$ cat config.mk
export PLATFORM = sky130hd
export DESIGN_NAME = mc_main_ctrl
export DESIGN_NICKNAME = d
export VERILOG_FILES = /design/src/rtl/mc_ctrl_pkg.sv /design/src/rtl/mc_alu_dec.sv /design/src/rtl/mc_main_ctrl.sv
export SDC_FILE = /design/constraint.sdc
export NUM_CORES = 1
export LEC_CHECK = 0
export CAP_MARGIN = 20
export CORE_MARGIN = 2
export CORE_UTILIZATION = 33
export CTS_CLUSTER_SIZE = 20
export DETAILED_ROUTE_END_ITERATION = 6
export PLACE_DENSITY = 0.65
export SETUP_SLACK_MARGIN = 0.5
export SLEW_MARGIN = 30
export SYNTH_ARGS = -nofsm -noshare
export SYNTH_HDL_FRONTEND = slang
export SYNTH_SLANG_ARGS = --single-unit
$ cat constraint.sdc
create_clock -name clk -period 3.3 [get_ports clk]
set_clock_uncertainty 0.05 [all_clocks]
set_input_delay 0.66 -clock clk [delete_from_list [all_inputs] [get_ports clk]]
set_output_delay 0.66 -clock clk [all_outputs]
set_load 0.1 [all_outputs]
$ cat src/rtl/mc_ctrl_pkg.sv
// rtl/mc_ctrl_pkg.sv - shared types and encodings for the multicycle MIPS controller
package mc_ctrl_pkg;

   typedef enum logic [3:0] {
      ST_IF,
      ST_ID,
      ST_MEM_ADDR,
      ST_LW_MEM,
      ST_LW_WB,
      ST_SW_MEM,
      ST_R_EX,
      ST_R_WB,
      ST_I_EX,
      ST_I_WB,
      ST_BEQ,
      ST_BNE,
      ST_J,
      ST_JAL,
      ST_JR,
      ST_ILL
   } state_e;

   // Selects how the ALU decoder derives its operation.
   typedef enum logic [1:0] {
      CLS_ADD,
      CLS_SUB,
      CLS_RTYPE,
      CLS_ITYPE
   } alu_cls_e;

   localparam logic [5:0] OP_RTYPE = 6'b000000;
   localparam logic [5:0] OP_LW    = 6'b100011;
   localparam logic [5:0] OP_SW    = 6'b101011;
   localparam logic [5:0] OP_ADDI  = 6'b001000;
   localparam logic [5:0] OP_ANDI  = 6'b001100;
   localparam logic [5:0] OP_ORI   = 6'b001101;
   localparam logic [5:0] OP_SLTI  = 6'b001010;
   localparam logic [5:0] OP_BEQ   = 6'b000100;
   localparam logic [5:0] OP_BNE   = 6'b000101;
   localparam logic [5:0] OP_J     = 6'b000010;
   localparam logic [5:0] OP_JAL   = 6'b000011;

   localparam logic [5:0] FN_ADD = 6'b100000;
   localparam logic [5:0] FN_SUB = 6'b100010;
   localparam logic [5:0] FN_AND = 6'b100100;
   localparam logic [5:0] FN_OR  = 6'b100101;
   localparam logic [5:0] FN_SLT = 6'b101010;
   localparam logic [5:0] FN_JR  = 6'b001000;

   localparam logic [2:0] ALU_ADD = 3'b010;
   localparam logic [2:0] ALU_SUB = 3'b110;
   localparam logic [2:0] ALU_AND = 3'b000;
   localparam logic [2:0] ALU_OR  = 3'b001;
   localparam logic [2:0] ALU_SLT = 3'b111;

   localparam logic [1:0] SRCB_B    = 2'b00;
   localparam logic [1:0] SRCB_FOUR = 2'b01;
   localparam logic [1:0] SRCB_IMM  = 2'b10;
   localparam logic [1:0] SRCB_BR   = 2'b11;

   localparam logic [1:0] PCSRC_ALU    = 2'b00;
   localparam logic [1:0] PCSRC_ALUOUT = 2'b01;
   localparam logic [1:0] PCSRC_JUMP   = 2'b10;
   localparam logic [1:0] PCSRC_REG    = 2'b11;

endpackage

$ cat src/rtl/mc_alu_dec.sv
// rtl/mc_alu_dec.sv - ALU operation and immediate-extension decoder
module mc_alu_dec
   import mc_ctrl_pkg::*;
#(
   parameter int ALU_W = 3
) (
   input  logic [1:0]       cls_i,
   input  logic [5:0]       opcode_i,
   input  logic [5:0]       func_i,
   output logic [ALU_W-1:0] alu_operation_o,
   output logic             zero_ext_o
);

   logic [2:0] op;

   // Map the requested class to an ALU code; unknown funcs/opcodes fall back to add.
   always_comb begin
      op         = ALU_ADD;
      zero_ext_o = 1'b0;
      case (alu_cls_e'(cls_i))
         CLS_SUB: op = ALU_SUB;
         CLS_RTYPE: begin
            case (func_i)
               FN_SUB:  op = ALU_SUB;
               FN_AND:  op = ALU_AND;
               FN_OR:   op = ALU_OR;
               FN_SLT:  op = ALU_SLT;
               default: op = ALU_ADD;
            endcase
         end
         CLS_ITYPE: begin
            case (opcode_i)
               OP_ANDI: begin op = ALU_AND; zero_ext_o = 1'b1; end
               OP_ORI:  begin op = ALU_OR;  zero_ext_o = 1'b1; end
               OP_SLTI: op = ALU_SLT;
               default: op = ALU_ADD;
            endcase
         end
         default: op = ALU_ADD;
      endcase
   end

   assign alu_operation_o = ALU_W'(op);

endmodule

$ cat src/rtl/mc_main_ctrl.sv
// rtl/mc_main_ctrl.sv - multicycle MIPS main FSM with configurable memory latency
module mc_main_ctrl
   import mc_ctrl_pkg::*;
#(
   parameter int MEM_LAT = 1,
   parameter int ALU_W   = 3
) (
   input  logic             clk,
   input  logic             rst,
   input  logic [5:0]       opcode,
   input  logic [5:0]       func,
   output logic             pc_write,
   output logic             pc_write_cond,
   output logic             branch_ne,
   output logic             iord,
   output logic             mem_read,
   output logic             mem_write,
   output logic             ir_write,
   output logic             mem_to_reg,
   output logic             reg_write,
   output logic             reg_dst,
   output logic             link,
   output logic             alu_src_a,
   output logic [1:0]       alu_src_b,
   output logic             zero_ext,
   output logic [1:0]       pc_src,
   output logic [ALU_W-1:0] alu_operation,
   output logic             illegal
);

   localparam int             CW       = $clog2(MEM_LAT + 1);
   localparam logic [CW-1:0]  CNT_LAST = CW'(MEM_LAT - 1);

   state_e        state_q, state_d, state_v;
   logic [CW-1:0] cnt_q, cnt_d;
   logic          store_q, store_d;
   logic          mem_state, cnt_done;
   alu_cls_e      cls;

   assign mem_state = (state_q == ST_IF) || (state_q == ST_LW_MEM) || (state_q == ST_SW_MEM);
   assign cnt_done  = (cnt_q == CNT_LAST);

   // State, wait counter and lw/sw flag registers; reset restarts the fetch from scratch.
   always_ff @(posedge clk) begin
      if (rst) begin
         state_q <= ST_IF;
         cnt_q   <= '0;
         store_q <= 1'b0;
      end else begin
         state_q <= state_d;
         cnt_q   <= cnt_d;
         store_q <= store_d;
      end
   end

   // Next-state: memory states wait for the counter, ID dispatches on opcode/func.
   always_comb begin
      state_d = state_q;
      store_d = store_q;
      cnt_d   = (mem_state && !cnt_done) ? cnt_q + CW'(1) : '0;
      case (state_q)
         ST_IF:       if (cnt_done) state_d = ST_ID;
         ST_ID: begin
            store_d = (opcode == OP_SW);
            case (opcode)
               OP_RTYPE: begin
                  if (func == FN_JR)
                     state_d = ST_JR;
                  else if (func inside {FN_ADD, FN_SUB, FN_AND, FN_OR, FN_SLT})
                     state_d = ST_R_EX;
                  else
                     state_d = ST_ILL;
               end
               OP_LW, OP_SW:                     state_d = ST_MEM_ADDR;
               OP_ADDI, OP_ANDI, OP_ORI, OP_SLTI: state_d = ST_I_EX;
               OP_BEQ:                           state_d = ST_BEQ;
               OP_BNE:                           state_d = ST_BNE;
               OP_J:                             state_d = ST_J;
               OP_JAL:                           state_d = ST_JAL;
               default:                          state_d = ST_ILL;
            endcase
         end
         ST_MEM_ADDR: state_d = store_q ? ST_SW_MEM : ST_LW_MEM;
         ST_LW_MEM:   if (cnt_done) state_d = ST_LW_WB;
         ST_SW_MEM:   if (cnt_done) state_d = ST_IF;
         ST_R_EX:     state_d = ST_R_WB;
         ST_I_EX:     state_d = ST_I_WB;
         default:     state_d = ST_IF;
      endcase
   end

   // Moore outputs; during reset the IF view is shown with every write strobe suppressed.
   always_comb begin
      pc_write      = 1'b0;
      pc_write_cond = 1'b0;
      branch_ne     = 1'b0;
      iord          = 1'b0;
      mem_read      = 1'b0;
      mem_write     = 1'b0;
      ir_write      = 1'b0;
      mem_to_reg    = 1'b0;
      reg_write     = 1'b0;
      reg_dst       = 1'b0;
      link          = 1'b0;
      alu_src_a     = 1'b0;
      alu_src_b     = SRCB_B;
      pc_src        = PCSRC_ALU;
      illegal       = 1'b0;
      cls           = CLS_ADD;
      state_v       = rst ? ST_IF : state_q;
      case (state_v)
         ST_IF: begin
            mem_read  = 1'b1;
            alu_src_b = SRCB_FOUR;
            if (cnt_done) begin
               ir_write = 1'b1;
               pc_write = 1'b1;
            end
         end
         ST_ID:       alu_src_b = SRCB_BR;
         ST_MEM_ADDR: begin alu_src_a = 1'b1; alu_src_b = SRCB_IMM; end
         ST_LW_MEM:   begin mem_read = 1'b1; iord = 1'b1; end
         ST_LW_WB:    begin reg_write = 1'b1; mem_to_reg = 1'b1; end
         ST_SW_MEM:   begin mem_write = 1'b1; iord = 1'b1; end
         ST_R_EX:     begin alu_src_a = 1'b1; cls = CLS_RTYPE; end
         ST_R_WB:     begin reg_write = 1'b1; reg_dst = 1'b1; end
         ST_I_EX:     begin alu_src_a = 1'b1; alu_src_b = SRCB_IMM; cls = CLS_ITYPE; end
         ST_I_WB:     begin reg_write = 1'b1; cls = CLS_ITYPE; end
         ST_BEQ, ST_BNE: begin
            alu_src_a     = 1'b1;
            cls           = CLS_SUB;
            pc_write_cond = 1'b1;
            pc_src        = PCSRC_ALUOUT;
            branch_ne     = (state_v == ST_BNE);
         end
         ST_J:        begin pc_write = 1'b1; pc_src = PCSRC_JUMP; end
         ST_JAL:      begin pc_write = 1'b1; pc_src = PCSRC_JUMP; link = 1'b1; reg_write = 1'b1; end
         ST_JR:       begin pc_write = 1'b1; pc_src = PCSRC_REG; end
         ST_ILL:      illegal = 1'b1;
         default:     ;
      endcase
      if (rst) begin
         pc_write      = 1'b0;
         pc_write_cond = 1'b0;
         ir_write      = 1'b0;
         reg_write     = 1'b0;
         mem_write     = 1'b0;
      end
   end

   mc_alu_dec #(.ALU_W(ALU_W)) u_alu_dec (
      .cls_i           (cls),
      .opcode_i        (opcode),
      .func_i          (func),
      .alu_operation_o (alu_operation),
      .zero_ext_o      (zero_ext)
   );

endmodule

[Word-level counts from Yosys, hierarchy flattened]
Cells that the tools add are included.
Operators by class
  bitwise gates (word level): 1
  add/subtract/negate cells: 1
  reduce and logical (&&, ||, !) cells: 21
  multiplexer cells: 36
  equality and inequality tests: 43
Operators with widths (number)
  $pmux W4 S7: 2
  $eq A6 B6 Y1 const B: 7
  $eq A4 B4 Y1 const B: 9
  $eq A6 B4 Y1 const B: 5
  $eq A4 B3 Y1 const B: 6
  $mux W4: 6
  $mux W1: 20
  $pmux W2 S3: 3
  $pmux W3 S3: 2
  $reduce_or A2 Y1: 9
  $eq A4 B2 Y1 const B: 4
  $eq A6 B2 Y1 const B: 2
  $eq A6 B3 Y1 const B: 2
  $pmux W3 S4: 1
  $eq A4 B1 Y1 const B: 2
  $logic_not A4 Y1: 2
  $reduce_or A4 Y1: 2
  $logic_not A6 Y1: 1
  $ne A2 B2 Y1 const B: 3
  $reduce_bool A5 Y1: 1
  $reduce_or A5 Y1: 1
  $eq A2 B2 Y1 const B: 2
  $mux W3: 1
  $reduce_and A3 Y1: 1
  other kinds (7): 8
Word-level totals
  flip-flop bits (word level): 6
  output and inout bits: 21
  word-level logic and storage cells: 105
  input port bits: 14

[Logic depth before layout (Yosys ltp)]
Gate-level depths: netlist of run 1.
  depth after elaboration: 6
  mapped depth: 6
  mapped depth without buffers: 5

[By module]
Synthesis of run 1 repeated with hierarchy kept, for this count alone.
Unflattened totals
  cells, all modules: 137
  area, all modules: 942.2 um2
Modules (own cells, without submodules)
  mc_main_ctrl: cells each 120, seq. area each 120.1 um2, area each 818.3 um2, times used 1
  mc_alu_dec: cells each 17, seq. area each 0.0 um2, area each 123.9 um2, times used 1

[Least setup slack after synthesis of run 1]
No wires, ideal clock.
  path type: input to output
  start: input port rst
  end: output port pc_write
  path buffers: 0
  slack: -2180 ps
  required time: 2590 ps
  arrival time: 4770 ps
  stages: 3
  path through: or3_1 nor4_1 or2_1
On the way
  longest elaborated chain between the ends: 5
  elaborated cells between the ends (all ways): 8
  classes of those cells: eq/ne: 3; mux: 3; reduce/logical: 2
Ends and longest elaborated chain
  start: declaration: line mc_main_ctrl.sv:9  | input logic rst,
  $mux W4: line mc_main_ctrl.sv:110  | state_v = rst ? ST_IF : state_q;
  $eq A4 B4 Y1: line mc_main_ctrl.sv:111  | case (state_v)
  $reduce_or A3 Y1 (no source line)
  $pmux W1 S2: line mc_main_ctrl.sv:111
  $mux W1 *: line mc_main_ctrl.sv:142  | if (rst) begin
  end: declaration: line mc_main_ctrl.sv:12  | output logic pc_write,
Every way passes the cells marked *; elsewhere a longest branch is shown, timed or not.

[Final worst setup path of run 1]
  start: input port func[2]
  end: output port alu_operation[0]
On the way
  longest elaborated chain between the ends: 3
  elaborated cells between the ends (all ways): 6
  classes of those cells: eq/ne: 4; mux: 2
Ends and longest elaborated chain
  start: declaration: line mc_main_ctrl.sv:11  | input logic [5:0] func,
  $eq A6 B6 Y1: line mc_alu_dec.sv:23  | case (func_i)
  $pmux W3 S4 *: line mc_alu_dec.sv:23
  $pmux W3 S3 *: line mc_alu_dec.sv:20  | case (alu_cls_e'(cls_i))
  end: declaration: line mc_main_ctrl.sv:27  | output logic [ALU_W-1:0] alu_operation,
Marks and branches as above.

==> results_dict.tcl, run 1 <==
set metrics [dict create \
    synth_top_area_share_pct 14.75 \
    slew_viol_final 0 \
    status "finished clean" \
    viasPerCell 5.707 \
    max_cap_violations 0 \
    syn_nets 147 \
    clock-root-buffer "clkbuf_4" \
    insertion_delay_ns 0.25 \
    grt.overflow.total 0 \
    rows 18 \
    cts_tree "yes" \
    cp_top_family "buffers and inverters" \
    hpwl_mm 2.060 \
    nets 184 \
    p_comb_share_pct 75.3 \
    io_buffers 34 \
    slowest_delay_ns 0.56 \
    timing.final.crit_period_ns 2.774 \
    die_h_um 53.68 \
    holdPathEnd "store_q" \
    antenna_left 0 \
    fin_cells 198 \
    start_kind "input pin" \
    num_io_pins 35 \
    grt_pass1_wl_mm 4.340 \
    grtUsageTotal_pct 20.01 \
    antenna_found_initial 0 \
    crit_path_end_kind "primary output" \
    route.detailed.drc 0 \
    die_width_um 53.68 \
    area_growth_pct 91.24 \
    syn_area_sq_um 814.5 \
    grt_max_degree 20 \
    vias 1130 \
    gp_congestion 0.8456 \
    synth-main-ff-cell "dfxtp_1" \
    p_leak_nw 0.5645 \
    path_cells "clkdlybuf4s50_1, nor3b_1, a32oi_1, o22ai_4, buf_12" \
    cp.required_ns 2.59 \
    cts_hold_buf 0 \
    vdd_drop_max_v 0.0006547 \
    worst_slew_pin_slew_ns 0.6560 \
    initial_core_util_pct 33.80 \
    hold_path_class "reg -> reg" \
    max_freq_ghz 0.3604 \
    fin_area_sq_um 1558 \
    dieArea_sq_um 2882 \
    holdPathStages 2 \
    ys_warn_count 0 \
    path_max_fanout 5 \
    p_clk_share_pct 7.7 \
    grt_pass1_vias 1001 \
    antenna_cells 0 \
    ys_types 41 \
    p_seq_share_pct 17.0 \
    clkTransAtPathRegs_ns 0.04 \
    cts_buffers 3 \
    synth_area_per_cell_sq_um 6.124 \
    synth-edff-count 0 \
    synth_common_cells "nor2_1, nand2_1, a21oi_1, o21ai_0" \
    dr.pass1.iters 4 \
    placedInstanceArea_sq_um 1483 \
    rsz0062_at_grt "true" \
    r2r_cells 5 \
    synthTopCellsByArea "dfxtp_1, nor2_1, nand2_1" \
    rrSetupSlack_ns 1.46 \
    cts_buffer_depth 2 \
    cp_slowest_cell "clkdlybuf4s50_1" \
    core_sq_um 2410 \
    r2r_start "state_q[3]" \
    criticalPathCategory "in -> out" \
    synthArstFlopShare_pct 0 \
    power-per-cell-area_nw_per_um2 579.6 \
    setup_viol 0 \
    p_sw_share_pct 58.34 \
    drive_above_1_share_pct 32.74 \
    period_share_pct 84.07 \
    synth.most_common_cell "nor2_1" \
    path_buf_inv 2 \
    finalWirelength_mm 2.633 \
    dp.cells 191 \
    synth_cells 133 \
    wl_per_cell_um 13.30 \
    r2r-end "state_q[0]" \
    synth_seq_area_share_pct 14.75 \
    hp-start "store_q" \
    clkSinkCount 6 \
    max-slew-margin-rel_pct 56.21 \
    crit_arrival_ns 2.06 \
    synth_seq_cells 6 \
    intPower_mw 0.3761 \
    synth_area_leader_cell "dfxtp_1" \
    switchingPower_mw 0.5268 \
    htreeDepth 1 \
    final_hold_viol_count 0 \
    drt-initial-drc-count 35 \
]
==> through the flow <==
stage | setup slack (ns) | util, % | hold slack (ns) | power (mW) | TNS [ns]
floorplan | -0.3633 | - | 0.4090 | 0.6067 | -0.6195
global route | 0.4955 | 64.64 | 0.5245 | 0.9514 | 0
global placement | 0.4071 | 61.53 | 0.4491 | 0.8173 | 0
detailed placement | 0.3516 | 61.53 | 0.4563 | 0.8256 | 0
finish | 0.5257 | 64.64 | 0.4732 | 0.9028 | 0
CTS | 0.4698 | 63.60 | 0.4611 | 0.9037 | 0
==> cell type report <==
type,count,area (sq um)
repair buffers,41,606.8
clock buffers,3,22.52
multi-input cells,114,754.5
well taps,30,37.54
fillers,191,852.1
inverters,4,15.01
flip-flops and latches,6,121.4
==> logic make-up (layout without fill, tap and decap cells) <==
| logic type | count (synthesis) | after routing | synth area share (%) |
|---|---|---|---|
| buffers and inverters | 13 | 48 | 6.450 |
| multiplexers | 3 | 3 | 3.840 |
| other | 1 | 1 | 0.4604 |
| AO/OA/AOI/OAI | 36 | 36 | 30.11 |
| XOR/XNOR | 1 | 1 | 1.075 |
| AND/OR/NAND/NOR | 73 | 73 | 43.32 |
| flip-flops | 6 | 6 | 14.75 |
==> worst min-delay path, cell delays in order, from the launching register on <==
cell and delay, ns:
dfxtp_1 0.32, o21ai_0 0.07, a21oi_1 0.07
==> power groups by stage <==
stage,combinational [mW],sequential (mW),clock [mW]
global route,0.715,0.160,0.0761
CTS,0.677,0.153,0.0735
finish,0.680,0.154,0.0694
detailed placement,0.673,0.153,0
floorplan,0.507,0.100,0
global placement,0.666,0.151,0
==> registers in the layout (all words and copies together), names as in the netlist <==
name and flops:
cnt_q 1, store_q 1, state_q 4
==> layer usage <==
metal | share of wire (%) | GRT usage, % | vias to the layer above | wire length [um]
met2 | 50 | 32.11 | 46 | 1329
met3 | 5.6 | 3.611 | 4 | 147
met5 | 0 | 0 | - | 0
li1 | - | - | 542 | -
met1 | 43 | 26.33 | 538 | 1129
met4 | 0.95 | 7.692 | 0 | 25
==> placed cells by master (no fill, tap or decap), types with 2 or more instances in the layout <==
master            n
a21oi_1           6
nand3_1           4
inv_1             3
clkdlybuf4s50_1  10
or2_1             2
nor2_1           20
dlymetal6s2s_1    2
nor3_2            3
dfxtp_1           5
a31o_1            2
nor2_2            5
nor2b_1           3
mux2i_1           2
buf_12           21
nand4_1           2
a31oi_1           2
clkbuf_4          3
nand2b_1          6
o21ai_0           8
nor2_4            2
nor3b_1           2
nand2_1          14
nor3_1            3
buf_4             7
==> how the worst max path moves through the flow <==
stage	startpoint	to	slack, ns	depth (start not counted)
2_1_floorplan	rst	pc_write_cond	-0.36	2
3_3_place_gp	rst	alu_operation[0]	0.41	5
3_5_place_dp	rst	alu_operation[0]	0.35	5
4_1_cts	func[5]	alu_operation[0]	0.47	6
5_1_grt	func[5]	alu_operation[0]	0.50	6
6_report	func[2]	alu_operation[0]	0.53	5
==> what timing repair did <==
| item | CTS | global route |
|---|---|---|
| setup buffers | 3 | 1 |
| pin swaps | 2 | 2 |
| endpoints found under the setup margin | 8 | 4 |
| resized for setup | 4 | 5 |
(Power assumes the default switching activity.)
==> run 2, diff against run 1 <==
--- a/config.mk
+++ b/config.mk
@@ -10,7 +10,7 @@
 export CORE_UTILIZATION = 33
 export CTS_CLUSTER_SIZE = 20
 export DETAILED_ROUTE_END_ITERATION = 6
-export PLACE_DENSITY = 0.65
+export PLACE_DENSITY = 0.68
 export SETUP_SLACK_MARGIN = 0.5
 export SLEW_MARGIN = 30
 export SYNTH_ARGS = -nofsm -noshare
==> constraint.sdc (replaced) <==
create_clock -name clk -period 2.4 [get_ports clk]
set_clock_uncertainty 0.05 [all_clocks]
set_input_delay 0.48 -clock clk [delete_from_list [all_inputs] [get_ports clk]]
set_output_delay 0.48 -clock clk [all_outputs]
set_load 0.1 [all_outputs]
==> results_dict.tcl, run 2 (synthesis gave the netlist of run 1 again) <==
set metrics [dict create \
    status "finished clean" \
    hold_path_class "in -> reg" \
    grt_pass1_wl_mm 5.968 \
    critPathLaunch "state_q[2]" \
    slew_viol_final 0 \
    setup_tns_ns 0 \
    cts_hold_buf 0 \
    grt.overflow.total 0 \
    fin_area_sq_um 2079 \
    rsz0062_at_grt "true" \
    antenna_left 0 \
    die_width_um 53.68 \
    hp-start "rst" \
    power-per-cell-area_nw_per_um2 818.7 \
    dr.pass1.iters 5 \
    crit_arrival_ns 1.63 \
    grt_max_degree 14 \
    vdd_drop_max_v 0.001088 \
    cp_top_family "simple AND/OR/NAND/NOR gates" \
    finalWirelength_mm 4.396 \
    finish.utilization_pct 86.29 \
    grtUsageTotal_pct 28.27 \
    largest_reg_flops 4 \
    start_kind "flip-flop" \
    rows 18 \
    gp_congestion 0.8192 \
    num_io_pins 35 \
    initial_core_util_pct 33.80 \
    slowest_delay_ns 0.35 \
    r2r_start "state_q[1]" \
    clkTransAtPathRegs_ns 0.05 \
    path_cells "or2_4, nor2_4, nand4_1, nor2_4, a21oi_4, buf_12" \
    area_growth_pct 155.3 \
    crit_path_end_kind "primary output" \
    wl_per_cell_um 18.95 \
    num-fill-cells 114 \
    max_cap_violations 0 \
    cp_slowest_cell "dfxtp_4" \
    viasPerCell 5.802 \
    path_max_fanout 4 \
    setup_viol 0 \
    core_sq_um 2410 \
    layout_commonest_cell "buf_4" \
    final_hold_viol_count 0 \
    antenna_found_initial 0 \
    p_total_mw 1.702 \
    cts_buffer_depth 2 \
    hpwl_mm 2.492 \
    nets 218 \
    clock-root-buffer "clkbuf_4" \
    cp.required_ns 1.87 \
    whs_ns 0.5033 \
    placedInstanceArea_sq_um 1802 \
    cts_tree "yes" \
    layout_common_cells "buf_4, buf_12, nor2_1" \
    die_h_um 53.68 \
    vias 1346 \
    antenna_cells 0 \
    grt_pass1_vias 1286 \
    io_buffers 34 \
    htreeDepth 1 \
    drt-initial-drc-count 67 \
    dieArea_sq_um 2882 \
    crit_path_frequent_cell "nor2_4" \
    timing.final.crit_period_ns 2.164 \
    p_leak_nw 0.8030 \
    regMostFlops "state_q" \
    period_share_pct 90.17 \
    criticalPathCategory "reg -> out" \
    drive_above_1_share_pct 61.39 \
    clkSinkCount 6 \
    path_buf_inv 1 \
    route.detailed.drc 0 \
    cts_buffers 3 \
    insertion_delay_ns 0.24 \
    max_freq_ghz 0.4621 \
    reg_top3 "state_q (4), cnt_q (1), store_q (1)" \
]
## run 2: repair_timing
item                       4_1_cts  5_1_grt
resized for setup               63        9
gates cloned                     0        0
setup endpoints to repair       22       20
setup buffers                   10        7
pin swaps                       19       13
## run 2: worst paths after layout
kind	endpoint	slack, ns	cells after the start
worst min register to register	state_q[3]	0.53	2
worst min-delay path	state_q[3]	0.50	3
worst max-delay path	alu_operation[1]	0.24	6
worst max register to register	state_q[0]	0.70	7
## run 2: layer usage
layer | track usage (%) | part of all wire (%)
met1 | 31.71 | 37
met2 | 52.24 | 54
met3 | 5.000 | 7.7
met4 | 10.68 | 1.9
met5 | 0 | 0
## run 2: cell type report
cell class,instances,area (sq um),share of cell area (%)
flip-flops and latches,6,135.1,6.498
well taps,30,37.54,1.805
inverters,4,17.52,0.8424
multi-input cells,114,999.7,48.07
repair buffers,75,867.1,41.70
clock buffers,3,22.52,1.083
## run 2: where the power goes
group / switching (mW) / internal, mW / total, mW
registers: 0.0668 / 0.137 / 0.204
logic: 0.834 / 0.574 / 1.41
clock network: 0.0342 / 0.0564 / 0.0906
## run 2: through the flow
stage               worst slack (ns)  std cells
global route                  0.1776        232
floorplan                    -0.5065        133
detailed placement          -0.05917        212
finish                        0.2360        232
CTS                           0.2175        225
global placement            -0.02956        212
## run 2: worst reg2reg max path: cells and delay by family, from the launching register on
kind,cells,cell delay [ns]
and+or+nand+nor,2,0.19
buffers and inverters,2,0.28
AOI/OAI and AO/OA,3,0.67
DFF,1,0.38
